File: src/rtl/alu_result_fifo_if.sv
// Handshake and data bundle for alu_result_fifo.
// slave  : FIFO side (accepts upstream ALU results, presents head entry).
// master : environment side (drives upstream results and downstream ready).
// Signals: i_VALID/o_READY/i_Y/i_OVF/i_ERR upstream, o_VALID/i_READY/o_Y/
// o_OVF/o_ERR downstream, o_COUNT/o_FULL/o_EMPTY occupancy status.
// ALU_RESULT_STATS_EN adds i_CNT_CLR, o_OVF_CNT and o_ERR_CNT.
interface alu_result_fifo_if #(
  parameter int WIDTH = 4,
  parameter int DEPTH = 4
);
  localparam int CW = $clog2(DEPTH) + 1;

  logic             i_VALID;
  logic             o_READY;
  logic [WIDTH-1:0] i_Y;
  logic             i_OVF;
  logic             i_ERR;
  logic             o_VALID;
  logic             i_READY;
  logic [WIDTH-1:0] o_Y;
  logic             o_OVF;
  logic             o_ERR;
  logic [CW-1:0]    o_COUNT;
  logic             o_FULL;
  logic             o_EMPTY;
`ifdef ALU_RESULT_STATS_EN
  logic             i_CNT_CLR;
  logic [7:0]       o_OVF_CNT;
  logic [7:0]       o_ERR_CNT;
`endif

  modport slave (
`ifdef ALU_RESULT_STATS_EN
    input  i_CNT_CLR,
    output o_OVF_CNT, o_ERR_CNT,
`endif
    input  i_VALID, i_Y, i_OVF, i_ERR, i_READY,
    output o_READY, o_VALID, o_Y, o_OVF, o_ERR, o_COUNT, o_FULL, o_EMPTY
  );

  modport master (
`ifdef ALU_RESULT_STATS_EN
    output i_CNT_CLR,
    input  o_OVF_CNT, o_ERR_CNT,
`endif
    output i_VALID, i_Y, i_OVF, i_ERR, i_READY,
    input  o_READY, o_VALID, o_Y, o_OVF, o_ERR, o_COUNT, o_FULL, o_EMPTY
  );
endinterface

File: src/rtl/alu_result_fifo.sv
// First-word-fall-through FIFO buffering ALU results {err, ovf, y}.
// Ports: i_CLK (clock), i_RSTn (async active-low reset),
//        bus (alu_result_fifo_if.slave: upstream/downstream handshake,
//        head entry fields and occupancy status).
// Optional macro ALU_RESULT_STATS_EN adds saturating 8-bit counters of
// accepted writes carrying the overflow / error flags, with a synchronous
// clear (bus.i_CNT_CLR) that wins over a same-cycle increment.
module alu_result_fifo #(
  parameter int WIDTH = 4,
  parameter int DEPTH = 4
) (
  input  logic              i_CLK,
  input  logic              i_RSTn,
  alu_result_fifo_if.slave  bus
);
  localparam int AW = $clog2(DEPTH);
  localparam int CW = AW + 1;
  localparam int EW = WIDTH + 2;

  logic [EW-1:0] mem [DEPTH];
  logic [AW-1:0] wr_ptr;
  logic [AW-1:0] rd_ptr;
  logic [CW-1:0] count;
  logic          full;
  logic          empty;
  logic          wr_en;
  logic          rd_en;

  assign full  = (count == CW'(DEPTH));
  assign empty = (count == '0);

  // Full blocks writes even when a read happens in the same cycle.
  assign wr_en = bus.i_VALID && !full;
  assign rd_en = bus.i_READY && !empty;

  always_ff @(posedge i_CLK or negedge i_RSTn) begin
    if (!i_RSTn) begin
      for (int i = 0; i < DEPTH; i++) mem[i] <= '0;
      wr_ptr <= '0;
      rd_ptr <= '0;
      count  <= '0;
    end else begin
      if (wr_en) begin
        mem[wr_ptr] <= {bus.i_ERR, bus.i_OVF, bus.i_Y};
        wr_ptr      <= wr_ptr + AW'(1);
      end
      if (rd_en) rd_ptr <= rd_ptr + AW'(1);
      case ({wr_en, rd_en})
        2'b10:   count <= count + CW'(1);
        2'b01:   count <= count - CW'(1);
        default: count <= count;
      endcase
    end
  end

  // Status comes only from registered state; head reads straight from storage.
  assign bus.o_READY = !full;
  assign bus.o_VALID = !empty;
  assign bus.o_FULL  = full;
  assign bus.o_EMPTY = empty;
  assign bus.o_COUNT = count;
  assign {bus.o_ERR, bus.o_OVF, bus.o_Y} = mem[rd_ptr];

`ifdef ALU_RESULT_STATS_EN
  logic [7:0] ovf_cnt;
  logic [7:0] err_cnt;

  always_ff @(posedge i_CLK or negedge i_RSTn) begin
    if (!i_RSTn) begin
      ovf_cnt <= '0;
      err_cnt <= '0;
    end else if (bus.i_CNT_CLR) begin
      ovf_cnt <= '0;
      err_cnt <= '0;
    end else if (wr_en) begin
      if (bus.i_OVF && ovf_cnt != 8'hFF) ovf_cnt <= ovf_cnt + 8'd1;
      if (bus.i_ERR && err_cnt != 8'hFF) err_cnt <= err_cnt + 8'd1;
    end
  end

  assign bus.o_OVF_CNT = ovf_cnt;
  assign bus.o_ERR_CNT = err_cnt;
`endif
endmodule

File: src/flat_wrapper.sv
// flat-port wrapper written by rule: the top's interface ports become plain ports
module alu_result_fifo_flat 
#(
  parameter int WIDTH = 4,
  parameter int DEPTH = 4
)
  (i_CLK, i_RSTn, bus_i_VALID, bus_i_Y, bus_i_OVF, bus_i_ERR, bus_i_READY, bus_o_READY, bus_o_VALID, bus_o_Y, bus_o_OVF, bus_o_ERR, bus_o_COUNT, bus_o_FULL, bus_o_EMPTY);
  alu_result_fifo_if #(.WIDTH(WIDTH), .DEPTH(DEPTH)) bus_i ();
  input  logic i_CLK;
  input  logic i_RSTn;
  input wire logic [$bits(bus_i.i_VALID)-1:0] bus_i_VALID;
  input wire logic [$bits(bus_i.i_Y)-1:0] bus_i_Y;
  input wire logic [$bits(bus_i.i_OVF)-1:0] bus_i_OVF;
  input wire logic [$bits(bus_i.i_ERR)-1:0] bus_i_ERR;
  input wire logic [$bits(bus_i.i_READY)-1:0] bus_i_READY;
  output wire logic [$bits(bus_i.o_READY)-1:0] bus_o_READY;
  output wire logic [$bits(bus_i.o_VALID)-1:0] bus_o_VALID;
  output wire logic [$bits(bus_i.o_Y)-1:0] bus_o_Y;
  output wire logic [$bits(bus_i.o_OVF)-1:0] bus_o_OVF;
  output wire logic [$bits(bus_i.o_ERR)-1:0] bus_o_ERR;
  output wire logic [$bits(bus_i.o_COUNT)-1:0] bus_o_COUNT;
  output wire logic [$bits(bus_i.o_FULL)-1:0] bus_o_FULL;
  output wire logic [$bits(bus_i.o_EMPTY)-1:0] bus_o_EMPTY;
  assign bus_i.i_VALID = bus_i_VALID;
  assign bus_i.i_Y = bus_i_Y;
  assign bus_i.i_OVF = bus_i_OVF;
  assign bus_i.i_ERR = bus_i_ERR;
  assign bus_i.i_READY = bus_i_READY;
  assign bus_o_READY = bus_i.o_READY;
  assign bus_o_VALID = bus_i.o_VALID;
  assign bus_o_Y = bus_i.o_Y;
  assign bus_o_OVF = bus_i.o_OVF;
  assign bus_o_ERR = bus_i.o_ERR;
  assign bus_o_COUNT = bus_i.o_COUNT;
  assign bus_o_FULL = bus_i.o_FULL;
  assign bus_o_EMPTY = bus_i.o_EMPTY;
  alu_result_fifo #(.WIDTH(WIDTH), .DEPTH(DEPTH)) u_core (.i_CLK(i_CLK), .i_RSTn(i_RSTn), .bus(bus_i));
endmodule
File: config.mk
export PLATFORM = sky130hd
export DESIGN_NAME = alu_result_fifo_flat
export DESIGN_NICKNAME = d
export VERILOG_FILES = /design/src/rtl/alu_result_fifo_if.sv /design/src/rtl/alu_result_fifo.sv /design/src/flat_wrapper.sv
export SDC_FILE = /design/constraint.sdc
export NUM_CORES = 1
export LEC_CHECK = 0
export CORE_ASPECT_RATIO = 0.8
export CORE_MARGIN = 10
export CORE_UTILIZATION = 47
export CTS_CLUSTER_SIZE = 8
export DETAILED_ROUTE_END_ITERATION = 8
export PLACE_DENSITY = 0.69
export SETUP_SLACK_MARGIN = 0.5
export SYNTH_ARGS = -nofsm -noshare
export SYNTH_HDL_FRONTEND = slang
export SYNTH_SLANG_ARGS = --single-unit
File: constraint.sdc
create_clock -name i_CLK -period 2.5 [get_ports i_CLK]
set_input_delay 0.5 -clock i_CLK [delete_from_list [all_inputs] [get_ports i_CLK]]
set_output_delay 0.5 -clock i_CLK [all_outputs]
set_load 0.05 [all_outputs]
==> implementation parameters <==
Parameter                              Value

Floorplanning
  Number of cell rows ... 18
  Number of top-level design ports ... 23
  Die Height ... 70.6 um
  Die area ... 5880 um2
  Core area ... 3090 um2
  Die X-Extent ... 83.3 um
  Initial cell density of the core ... 48.8%

STA
  Slew @ Worst Pin ... 0.501 ns
  Final WS setup ... 0.480 ns
  Final critical-path required period ... 2.02 ns
  Unrepaired setup endpoints after global routing ... yes
  Final number of hold-violating endpoints ... 0
  Slew Viols, Final ... 0
  Headroom to the max-slew limit ... 66.7%
  Setup violation total in the final timing report ... 0
  Post-Route Hold Slack ... 0.485 ns
  Setup skew after layout ... 0.00501 ns
  Setup TNS ... 0 ns
  Maximum clock frequency ... 495 MHz
  Part of the cycle the worst path needs ... 80.8%

Cells and area
  Layout cell share with drive strength beyond 1 ... 52.3%
  Antenna cell count ... 0
  Area Overhead vs Synth ... 28.2%
  Number of nets in the finished design ... 145
  Finished Core Util ... 62.6%
  Number of filler cells placed in the layout ... 239

Yosys
  Async set-reset flop share out of synthesis ... 100%
  Net count after synthesis ... 114
  Leading cell types by total area after synthesis ... sky130_fd_sc_hd__dfrtp_1 (51%), sky130_fd_sc_hd__mux2_2 (16%), sky130_fd_sc_hd__mux4_2 (9.0%), sky130_fd_sc_hd__ha_1 (4.2%), sky130_fd_sc_hd__nor2_4 (2.2%)
  Flip-flop and latch count after synthesis ... 31
  Number of enable-type register cells in the synthesized netlist ... 0
  Netlist area before placement ... 1510 um2
  Post-synthesis cell type count ... 23
  Share of synthesized area occupied by flip-flops and latches ... 51.5%
  Most frequent cells after synthesis ... sky130_fd_sc_hd__dfrtp_1 (31), sky130_fd_sc_hd__mux2_2 (22), sky130_fd_sc_hd__mux4_2 (6)
  Simple-gate area share of the yosys netlist ... 7.64%
  Fraction of synthesized cell area taken by the top area cell type ... 51.5%
  Dominant combinational cell family by area after synthesis ... multiplexers
  Average size of a mapped cell ... 15.4 um2
  Library cell with the highest instance count after synthesis ... sky130_fd_sc_hd__dfrtp_1
  Yosys warning total ... 0
  Yosys top cell by area ... sky130_fd_sc_hd__dfrtp_1
  Fraction of the mapped netlist area in adder cells ... 5.48%
  Most common flop cell mapped by yosys ... sky130_fd_sc_hd__dfrtp_1
  Gate count of the mapped netlist ... 98
  XOR/XNOR Fraction of Synth Area ... 3.49%
  Synthesized-area fraction occupied by ao, oa, aoi and oai cells ... 0.664%
  Share of cell area taken by muxes after synthesis ... 28.6%

CTS
  Clock latency reported for the late side of the worst-skew pair ... 0.28 ns
  Clock buffers created by TritonCTS ... 5
  Clock tree from TritonCTS ... done
  Hold buffer count at CTS ... 0
  Clock input transition at the sequential cells of the worst setup and hold paths ... 0.06 ns
  H-tree level count ... 2
  Clock Tree Buf Depth ... 2
  # clock sinks ... 31
  Cell at the root of the clock tree ... sky130_fd_sc_hd__clkbuf_8

Critical path
  Required arrival time at the worst endpoint ... 2.00 ns
  CP Launch Type ... flop
  Startpoint-to-endpoint class of the critical path ... flop to output pin
  Termination of the worst setup path ... bus_o_Y[3]
  Nature of the critical path endpoint ... output pin
  Critical register-to-register path startpoint ... u_core.bus.o_COUNT[0]
  Critical path data arrival time ... 1.52 ns
  Crit. Startpoint ... u_core.rd_ptr[0]
  Cells on worst reg2reg path ... 10
  Biggest fanout along the worst timing path ... 7
  Capture point of the worst reg-to-reg path ... u_core.bus.o_COUNT[2]
  Setup slack on the worst flop-to-flop path ... 0.57 ns

Placed design
  RD Place Congestion ... 0.716
  HPWL after DPL ... 2000 um
  Worst slack, placed ... 0.304 ns
  Buffers on Ports ... 22

Global route
  Residual overflow from global routing ... 0
  All-layer global routing usage ... 9.83%
  Antenna violations before repair ... 0
  Via count of the first global-routing pass ... 906
  First-pass GRT wire length ... 4550 um
  Pin count of the biggest net entering global routing ... 32

Drt
  Post-route DRC violation count ... 0
  Antenna viol nets, final ... 0
  Drt total wl ... 2770 um
  Detail-routed net length per standard cell ... 16.3 um
  Initial DRC Count ... 16
  Number of vias after detailed routing ... 853
  Drt pass-1 iters ... 4
  Per-cell via count in the routed design ... 5.02

Worst hold path
  Min-delay worst type ... flop to flop

Job
  Max-cap violations ... 0

Run status
  Run status ... completed
==> critical path: stages (launching register included) <==
cell	delay, ns
sky130_fd_sc_hd__dfrtp_2	0.51
sky130_fd_sc_hd__mux4_2	0.56
sky130_fd_sc_hd__buf_6	0.17
==> worst min path at each step <==
stage,from,to,slack [ns],cells after the start
3_3_place_gp,u_core.mem[7],u_core.mem[7],0.47,1
3_5_place_dp,u_core.mem[7],u_core.mem[7],0.48,1
5_1_grt,u_core.mem[5],u_core.mem[5],0.53,1
2_1_floorplan,i_RSTn,u_core.bus.o_COUNT[0],0.20,0
4_1_cts,u_core.mem[7],u_core.mem[7],0.49,1
6_report,u_core.mem[6],u_core.mem[6],0.48,1
==> stage by stage <==
stage	instances	instance area, um2
3_5_place_dp	159	1780
6_report	170	1930
5_1_grt	170	1930
3_3_place_gp	159	1780
2_1_floorplan	98	1530
4_1_cts	167	1910
==> layer usage <==
metal  global-route usage [%]  vias to the layer above  routed length [um]
met4                     3.40                        0                  32
met5                        0                        -                   0
met2                     14.6                       16                1330
li1                         -                      405                   -
met1                     11.5                      429                1230
met3                     5.84                        3                 171
==> sequential cells by signal, summed over array words and instances, names as in the netlist <==
| signal | count |
|---|---|
| u_core.wr_ptr | 2 |
| u_core.rd_ptr | 2 |
| u_core.bus.o_COUNT | 3 |
| u_core.mem | 24 |
==> cell families after synthesis <==
group | Yosys count
muxes | 32
and+or+nand+nor | 13
AOI/OAI and AO/OA | 1
xor gates and xnor gates | 6
adders and majority gates | 6
buffers and inverters | 9
DFF | 31
==> final cells by class <==
cell class | count | area [um2] | share of cell area, %
flip-flops and latches | 31 | 781 | 40.4
multi-input cells | 58 | 709 | 36.7
repair buffers | 26 | 250 | 13.0
clock buffers | 8 | 100 | 5.18
well taps | 40 | 50.0 | 2.59
inverters | 7 | 40.0 | 2.07
==> layout by cell type, fill, tap and decap left out, types with 2 or more instances in the layout <==
cell type and n:
sky130_fd_sc_hd__xnor2_1 3, sky130_fd_sc_hd__nor2_4 3, sky130_fd_sc_hd__buf_4 4, sky130_fd_sc_hd__mux2_1 2
sky130_fd_sc_hd__inv_2 2, sky130_fd_sc_hd__inv_1 2, sky130_fd_sc_hd__xor2_1 3, sky130_fd_sc_hd__clkbuf_8 7
sky130_fd_sc_hd__dlygate4sd2_1 4, sky130_fd_sc_hd__ha_1 4, sky130_fd_sc_hd__buf_6 7, sky130_fd_sc_hd__mux4_2 6
sky130_fd_sc_hd__clkdlybuf4s50_1 9, sky130_fd_sc_hd__mux2_2 22, sky130_fd_sc_hd__dfrtp_1 27, sky130_fd_sc_hd__nand2_1 5
sky130_fd_sc_hd__dfrtp_2 4
==> repair_timing <==
item,in CTS,in global routing
setup buffers,0,3
resized for setup,16,4
pin swaps,0,1
endpoints found under the setup margin,13,9
Power is not shown: default switching activity piles up to over one toggle a cycle in this logic, so the estimate is an artifact.
